[config.mk]
export PLATFORM = sky130hd
export DESIGN_NAME = fetch_stage_flat
export DESIGN_NICKNAME = d
export VERILOG_FILES = /design/src/rtl/fetch_stage_pkg.sv /design/src/rtl/fetch_stage_if.sv /design/src/rtl/ifid_register.sv /design/src/rtl/fetch_stage.sv /design/src/flat_wrapper.sv
export SDC_FILE = /design/constraint.sdc
export NUM_CORES = 1
export LEC_CHECK = 0
export ABC_AREA = 1
export BUFFER_PORTS_ARGS = -buffer_cell sky130_fd_sc_hd__buf_2
export CORE_MARGIN = 2
export CORE_UTILIZATION = 50
export CTS_CLUSTER_SIZE = 40
export DETAILED_ROUTE_END_ITERATION = 8
export PLACE_DENSITY = 0.8
export SETUP_SLACK_MARGIN = 0.3
export SYNTH_ARGS = -nofsm -noshare
export SYNTH_HDL_FRONTEND = slang
export SYNTH_SLANG_ARGS = --single-unit
[constraint.sdc]
create_clock -name clk -period 2.15 [get_ports clk]
set_clock_uncertainty 0.2 [all_clocks]
set_input_delay 0.1075 -clock clk [delete_from_list [all_inputs] [get_ports clk]]
set_output_delay 0.1075 -clock clk [all_outputs]
set_load 0.005 [all_outputs]
[src/rtl/fetch_stage_pkg.sv]
// Shared RISC-V constants for the fetch stage: instruction encodings and FSM states.
package fetch_stage_pkg;

  localparam logic [31:0] NOP    = 32'h0000_0013;
  localparam logic [31:0] ECALL  = 32'h0000_0073;
  localparam logic [31:0] EBREAK = 32'h0010_0073;

  typedef enum logic [1:0] {
    StBoot,
    StRun,
    StHalted
  } fetch_state_e;

  function automatic logic is_halt_instr(input logic [31:0] instr);
    return (instr == ECALL) || (instr == EBREAK);
  endfunction

endpackage

[src/rtl/fetch_stage_if.sv]
// Instruction-memory read bus between the fetch stage and a combinational memory.
interface fetch_stage_if #(
  parameter int unsigned INS_ADDRESS = 9,
  parameter int unsigned INS_W       = 32
);

  logic [INS_ADDRESS-1:0] imem_addr_o;
  logic [INS_W-1:0]       imem_data_i;

  modport master (output imem_addr_o, input imem_data_i);
  modport slave  (input imem_addr_o, output imem_data_i);

endinterface

[src/rtl/ifid_register.sv]
// IF/ID pipeline register: flush inserts a NOP bubble, load captures, otherwise holds.
module ifid_register
  import fetch_stage_pkg::*;
#(
  parameter int unsigned INS_ADDRESS = 9,
  parameter int unsigned INS_W       = 32
) (
  input  logic                   clk,
  input  logic                   reset,
  input  logic                   flush,
  input  logic                   load,
  input  logic [INS_W-1:0]       instr_i,
  input  logic [INS_ADDRESS-1:0] pc_i,
  input  logic [INS_ADDRESS-1:0] pc4_i,
  output logic                   valid_o,
  output logic [INS_W-1:0]       instr_o,
  output logic [INS_ADDRESS-1:0] pc_o,
  output logic [INS_ADDRESS-1:0] pc4_o
);

  logic                   valid_q;
  logic [INS_W-1:0]       instr_q;
  logic [INS_ADDRESS-1:0] pc_q;
  logic [INS_ADDRESS-1:0] pc4_q;

  // Flush leaves pc/pc4 untouched; only valid and instr define a bubble.
  always_ff @(posedge clk) begin
    if (reset) begin
      valid_q <= 1'b0;
      instr_q <= INS_W'(NOP);
      pc_q    <= '0;
      pc4_q   <= '0;
    end else if (flush) begin
      valid_q <= 1'b0;
      instr_q <= INS_W'(NOP);
    end else if (load) begin
      valid_q <= 1'b1;
      instr_q <= instr_i;
      pc_q    <= pc_i;
      pc4_q   <= pc4_i;
    end
  end

  assign valid_o = valid_q;
  assign instr_o = instr_q;
  assign pc_o    = pc_q;
  assign pc4_o   = pc4_q;

endmodule

[src/rtl/fetch_stage.sv]
// Fetch stage: PC register, BOOT/RUN/HALTED control and fetch counter feeding IF/ID.
module fetch_stage
  import fetch_stage_pkg::*;
#(
  parameter int unsigned INS_ADDRESS = 9,
  parameter int unsigned INS_W       = 32,
  parameter int unsigned RESET_PC    = 0
) (
  input  logic                   clk,
  input  logic                   reset,
  input  logic                   stall_i,
  input  logic                   redirect_i,
  input  logic [INS_ADDRESS-1:0] redirect_pc_i,
  fetch_stage_if.master          bus,
  output logic                   ifid_valid_o,
  output logic [INS_W-1:0]       ifid_instr_o,
  output logic [INS_ADDRESS-1:0] ifid_pc_o,
  output logic [INS_ADDRESS-1:0] ifid_pc4_o,
  output logic                   halted_o,
  output logic [31:0]            fetch_count_o
);

  fetch_state_e           state_q, state_d;
  logic [INS_ADDRESS-1:0] pc_q, pc_d, pc_plus4;
  logic [31:0]            count_q, count_d;
  logic                   flush, load;

  assign pc_plus4 = pc_q + INS_ADDRESS'(4);

  always_comb begin
    state_d = state_q;
    pc_d    = pc_q;
    count_d = count_q;
    flush   = 1'b0;
    load    = 1'b0;
    if (redirect_i) begin
      pc_d    = redirect_pc_i & ~INS_ADDRESS'(3);
      flush   = 1'b1;
      state_d = StRun;
    end else if (!stall_i) begin
      unique case (state_q)
        StBoot: begin
          flush   = 1'b1;
          state_d = StRun;
        end
        StRun: begin
          load    = 1'b1;
          pc_d    = pc_plus4;
          count_d = count_q + 32'd1;
          if (is_halt_instr(32'(bus.imem_data_i))) state_d = StHalted;
        end
        StHalted: flush = 1'b1;
        default:  state_d = StBoot;
      endcase
    end
  end

  always_ff @(posedge clk) begin
    if (reset) begin
      state_q <= StBoot;
      pc_q    <= INS_ADDRESS'(RESET_PC);
      count_q <= '0;
    end else begin
      state_q <= state_d;
      pc_q    <= pc_d;
      count_q <= count_d;
    end
  end

  assign bus.imem_addr_o = pc_q;
  assign halted_o        = (state_q == StHalted);
  assign fetch_count_o   = count_q;

  ifid_register #(
    .INS_ADDRESS(INS_ADDRESS),
    .INS_W      (INS_W)
  ) u_ifid (
    .clk    (clk),
    .reset  (reset),
    .flush  (flush),
    .load   (load),
    .instr_i(bus.imem_data_i),
    .pc_i   (pc_q),
    .pc4_i  (pc_plus4),
    .valid_o(ifid_valid_o),
    .instr_o(ifid_instr_o),
    .pc_o   (ifid_pc_o),
    .pc4_o  (ifid_pc4_o)
  );

endmodule

[src/flat_wrapper.sv]
// flat-port wrapper written by rule: the top's interface ports become plain ports
module fetch_stage_flat import fetch_stage_pkg::*;
#(
  parameter int unsigned INS_ADDRESS = 9,
  parameter int unsigned INS_W       = 32,
  parameter int unsigned RESET_PC    = 0
)
  (clk, reset, stall_i, redirect_i, redirect_pc_i, ifid_valid_o, ifid_instr_o, ifid_pc_o, ifid_pc4_o, halted_o, fetch_count_o, bus_imem_addr_o, bus_imem_data_i);
  fetch_stage_if #(.INS_ADDRESS(INS_ADDRESS), .INS_W(INS_W)) bus_i ();
  input  logic clk;
  input  logic reset;
  input  logic stall_i;
  input  logic redirect_i;
  input  logic [INS_ADDRESS-1:0] redirect_pc_i;
  output logic ifid_valid_o;
  output logic [INS_W-1:0] ifid_instr_o;
  output logic [INS_ADDRESS-1:0] ifid_pc_o;
  output logic [INS_ADDRESS-1:0] ifid_pc4_o;
  output logic halted_o;
  output logic [31:0] fetch_count_o;
  output wire logic [$bits(bus_i.imem_addr_o)-1:0] bus_imem_addr_o;
  input wire logic [$bits(bus_i.imem_data_i)-1:0] bus_imem_data_i;
  assign bus_imem_addr_o = bus_i.imem_addr_o;
  assign bus_i.imem_data_i = bus_imem_data_i;
  fetch_stage #(.INS_ADDRESS(INS_ADDRESS), .INS_W(INS_W), .RESET_PC(RESET_PC)) u_core (.clk(clk), .reset(reset), .stall_i(stall_i), .redirect_i(redirect_i), .redirect_pc_i(redirect_pc_i), .bus(bus_i), .ifid_valid_o(ifid_valid_o), .ifid_instr_o(ifid_instr_o), .ifid_pc_o(ifid_pc_o), .ifid_pc4_o(ifid_pc4_o), .halted_o(halted_o), .fetch_count_o(fetch_count_o));
endmodule
==> flow_metrics.py <==
metrics = {
    "run_status": {
        "status": "finished, final reports clean",
    },
    "grt": {
        "met1_usage": 0.299,
        "grt_util_met3": 0.0645,
        "antenna_found_initial": 0,
        "grt_start_max_net_pins": 73,
        "grt_use_total": 0.260,
        "grt_pass1_vias": 4114,
        "top_usage_layer": "met2",
        "grt-ovfl-total": 0,
        "grt_pass1_wl_mm": 18.2,
        "gr-usage-met2": 0.466,
    },
    "cts": {
        "clock_latency_ps": 350,
        "cts_tree": "done",
        "htree_levels": 3,
        "cts_buffers": 9,
        "clock_sinks": 88,
        "path_clk_slew_ps": 90,
        "cts_buffer_depth": 2,
        "root_buffer": "clkbuf_8",
    },
    "drt": {
        "vias": 4443,
        "routed_wl_mm": 11.3,
        "wl_per_cell_um": 13.1,
        "vias_per_cell": 5.12,
        "antenna_left": 0,
        "drt_iter0_markers": 224,
        "drc": 0,
        "first_pass_iters": 5,
    },
    "hold_path": {
        "whs_path_depth": 3,
        "min_from": "redirect_i",
        "hold_path_class": "in2reg",
        "hold-path-endpoint": "u_core.bus.imem_addr_o[2]",
    },
    "placed_design": {
        "dp_hpwl_mm": 7.54,
        "gp_congestion": 0.855,
        "io_buffers": 129,
    },
    "cells_and_area": {
        "antenna_cells": 0,
        "post-route-util": 0.707,
        "seq_area_um2": 1770,
        "nets": 807,
        "syn_to_final_growth_pct": 36.9,
        "fillers": 608,
        "drive_gt1_frac": 0.227,
        "multi_input_area_um2": 1840,
    },
    "power_and_ir_drop": {
        "power_density_nw_per_um2": 608,
        "ir_drop_v": 0.000337,
        "power.leakage_uw": 0.00259,
    },
    "setup_path": {
        "reg2reg_slack_ps": 420,
        "crit_fanout": 5,
        "crit_chain": "inv_2 -> nand2_2 -> nor2_4 -> buf_6 -> nand2_2 -> nor2_4 -> nand2_2 -> o21bai_1 -> inv_1 -> nor2_1",
        "critPathKind": "reg2reg",
        "r2r_end": "u_core.fetch_count_o[25]",
        "cp_slowest_stage_delay_ps": 340,
        "r2r-start": "u_core.state_q[1]",
        "crit_arrival_ps": 1840,
        "worstPathRequired_ps": 2260,
        "cp-start-kind": "register",
        "cpMaxStageDelayCell": "dfxtp_1",
        "crit_buf_inv": 3,
        "crit_top_cell": "nand2_2",
        "cpLargestDelayFamily": "simple AND/OR/NAND/NOR gates",
        "r2r_cells": 10,
        "critPathCaptureType": "register",
    },
    "synthesis": {
        "synth_edf_count": 0,
        "synth_top_area_frac": 0.442,
        "syn_area_um2": 3990,
        "ys_async_sr_fraction": 0,
        "yosys_warnings": 0,
        "synth_top_area_cell": "dfxtp_1",
        "ys_ff_latch": 88,
        "seq_area_frac_synth": 0.442,
        "synthTopCellsByArea": "dfxtp_1, nand2_1, inv_1",
        "avgSynthCellArea_um2": 6.83,
        "synth_most_common_cell": "nand2_1",
        "ys_top_cells_by_count": "nand2_1, dfxtp_1, inv_1, nor2_1, a21oi_1",
        "synth-main-ff-cell": "dfxtp_1",
        "synth.distinct_cells": 31,
        "syn_inst": 584,
    },
    "die": {
        "die_h_um": 93.3,
        "rows": 32,
        "ios": 138,
        "core_area_um2": 7730,
        "initial_core_util": 0.516,
        "dieArea_um2": 8710,
        "fp.dieW_um": 93.3,
    },
    "timing": {
        "grt_setup_unrepaired": "no",
        "fmax_mhz": 577,
        "drv_slew": 0,
        "setup_viol": 0,
        "min_period_ps": 1730,
        "timing.final.crit_share": 0.806,
        "finalHoldViolations": 0,
        "finalSetupTns_ps": 0,
    },
    "flow_run": {
        "maxCapViolCount": 0,
    },
}
## cells by family after synthesis
kind of cell,synth area share
xor gates and xnor gates,0.00878
buffers and inverters,0.107
and+or+nand+nor,0.295
other,0.000940
DFF,0.442
adders and majority gates,0.00627
AOI/OAI and AO/OA,0.140
## through the flow
stage	total power [µW]	worst slack (ps)	hold WS, ps	cell area (µm²)	cells
CTS	3320	350	12.9	5400	864
detailed placement	1960	390	157	4710	802
global route	3440	300	40.7	5460	867
finish	3320	417	24.0	5460	867
floorplan	1860	595	35.8	4010	589
global placement	1950	442	149	4710	802
## worst max-delay path by stage
stage                                 start                  endpoint  slack, ps  depth (start not counted)
global route              u_core.state_q[1]  u_core.fetch_count_o[25]        300                         10
detailed placement        u_core.state_q[1]  u_core.fetch_count_o[22]        390                          8
floorplan           u_core.fetch_count_o[0]  u_core.fetch_count_o[18]        590                         10
finish                    u_core.state_q[1]  u_core.fetch_count_o[25]        420                         10
CTS                                 stall_i  u_core.fetch_count_o[22]        350                         10
global placement          u_core.state_q[0]  u_core.fetch_count_o[22]        440                          7
## final cells by class
type,instances,share of cell area
Tap cell,102,0.0234
Inverter,79,0.0547
Multi-Input combinational cell,398,0.336
Clock buffer,12,0.0284
Clock inverter,4,0.0140
Sequential cell,88,0.324
Timing Repair Buffer,184,0.219
## layout by cell type (no fill, tap or decap), types with 5 or more instances in the layout
| cell type | count |
|---|---|
| buf_2 | 128 |
| nand2_1 | 126 |
| dfxtp_1 | 83 |
| nor2_1 | 77 |
| inv_1 | 77 |
| a21oi_1 | 54 |
| o21ai_0 | 45 |
| dlygate4sd3_1 | 45 |
| nand3_1 | 32 |
| nor3_1 | 18 |
| clkbuf_8 | 11 |
| nand4_1 | 7 |
| buf_4 | 7 |
| conb_1 | 6 |
| dfxtp_2 | 5 |
## report_power, final
group / total [µW] / internal, µW / switching (µW) / leakage (µW)
logic: 318 / 154 / 163 / 0.00176
registers: 1690 / 1660 / 26.7 / 0.000714
clock network: 1320 / 721 / 595 / 0.000113
## sequential cells by signal, summed over array words and instances, names as in the netlist
register,flops
u_core.u_ifid.pc_o,7
u_core.u_ifid.valid_o,1
u_core.fetch_count_o,32
u_core.u_ifid.pc4_o,7
u_core.state_q,2
u_core.bus.imem_addr_o,7
u_core.u_ifid.instr_o,32
## timing repair
action | 4_1_cts | 5_1_grt
endpoints found under the setup margin | 0 | 22
endpoints found under the hold margin | 48 | 0
resized for setup | 0 | 16
hold buffers | 46 | 0
buffers inserted | 0 | 3
## per-layer routing
layer,wire (µm),part of all wire,vias to the layer above
met3,902,0.080,14
li1,-,-,2199
met1,4710,0.42,2030
met5,0,0,-
met2,5630,0.50,200
met4,102,0.0090,0
## tightest hold or removal path, stage by stage
cell,delay [ps]
buf_2,230
nor3_1,80
nor3_1,120
Power figures use the tool's default switching activity.
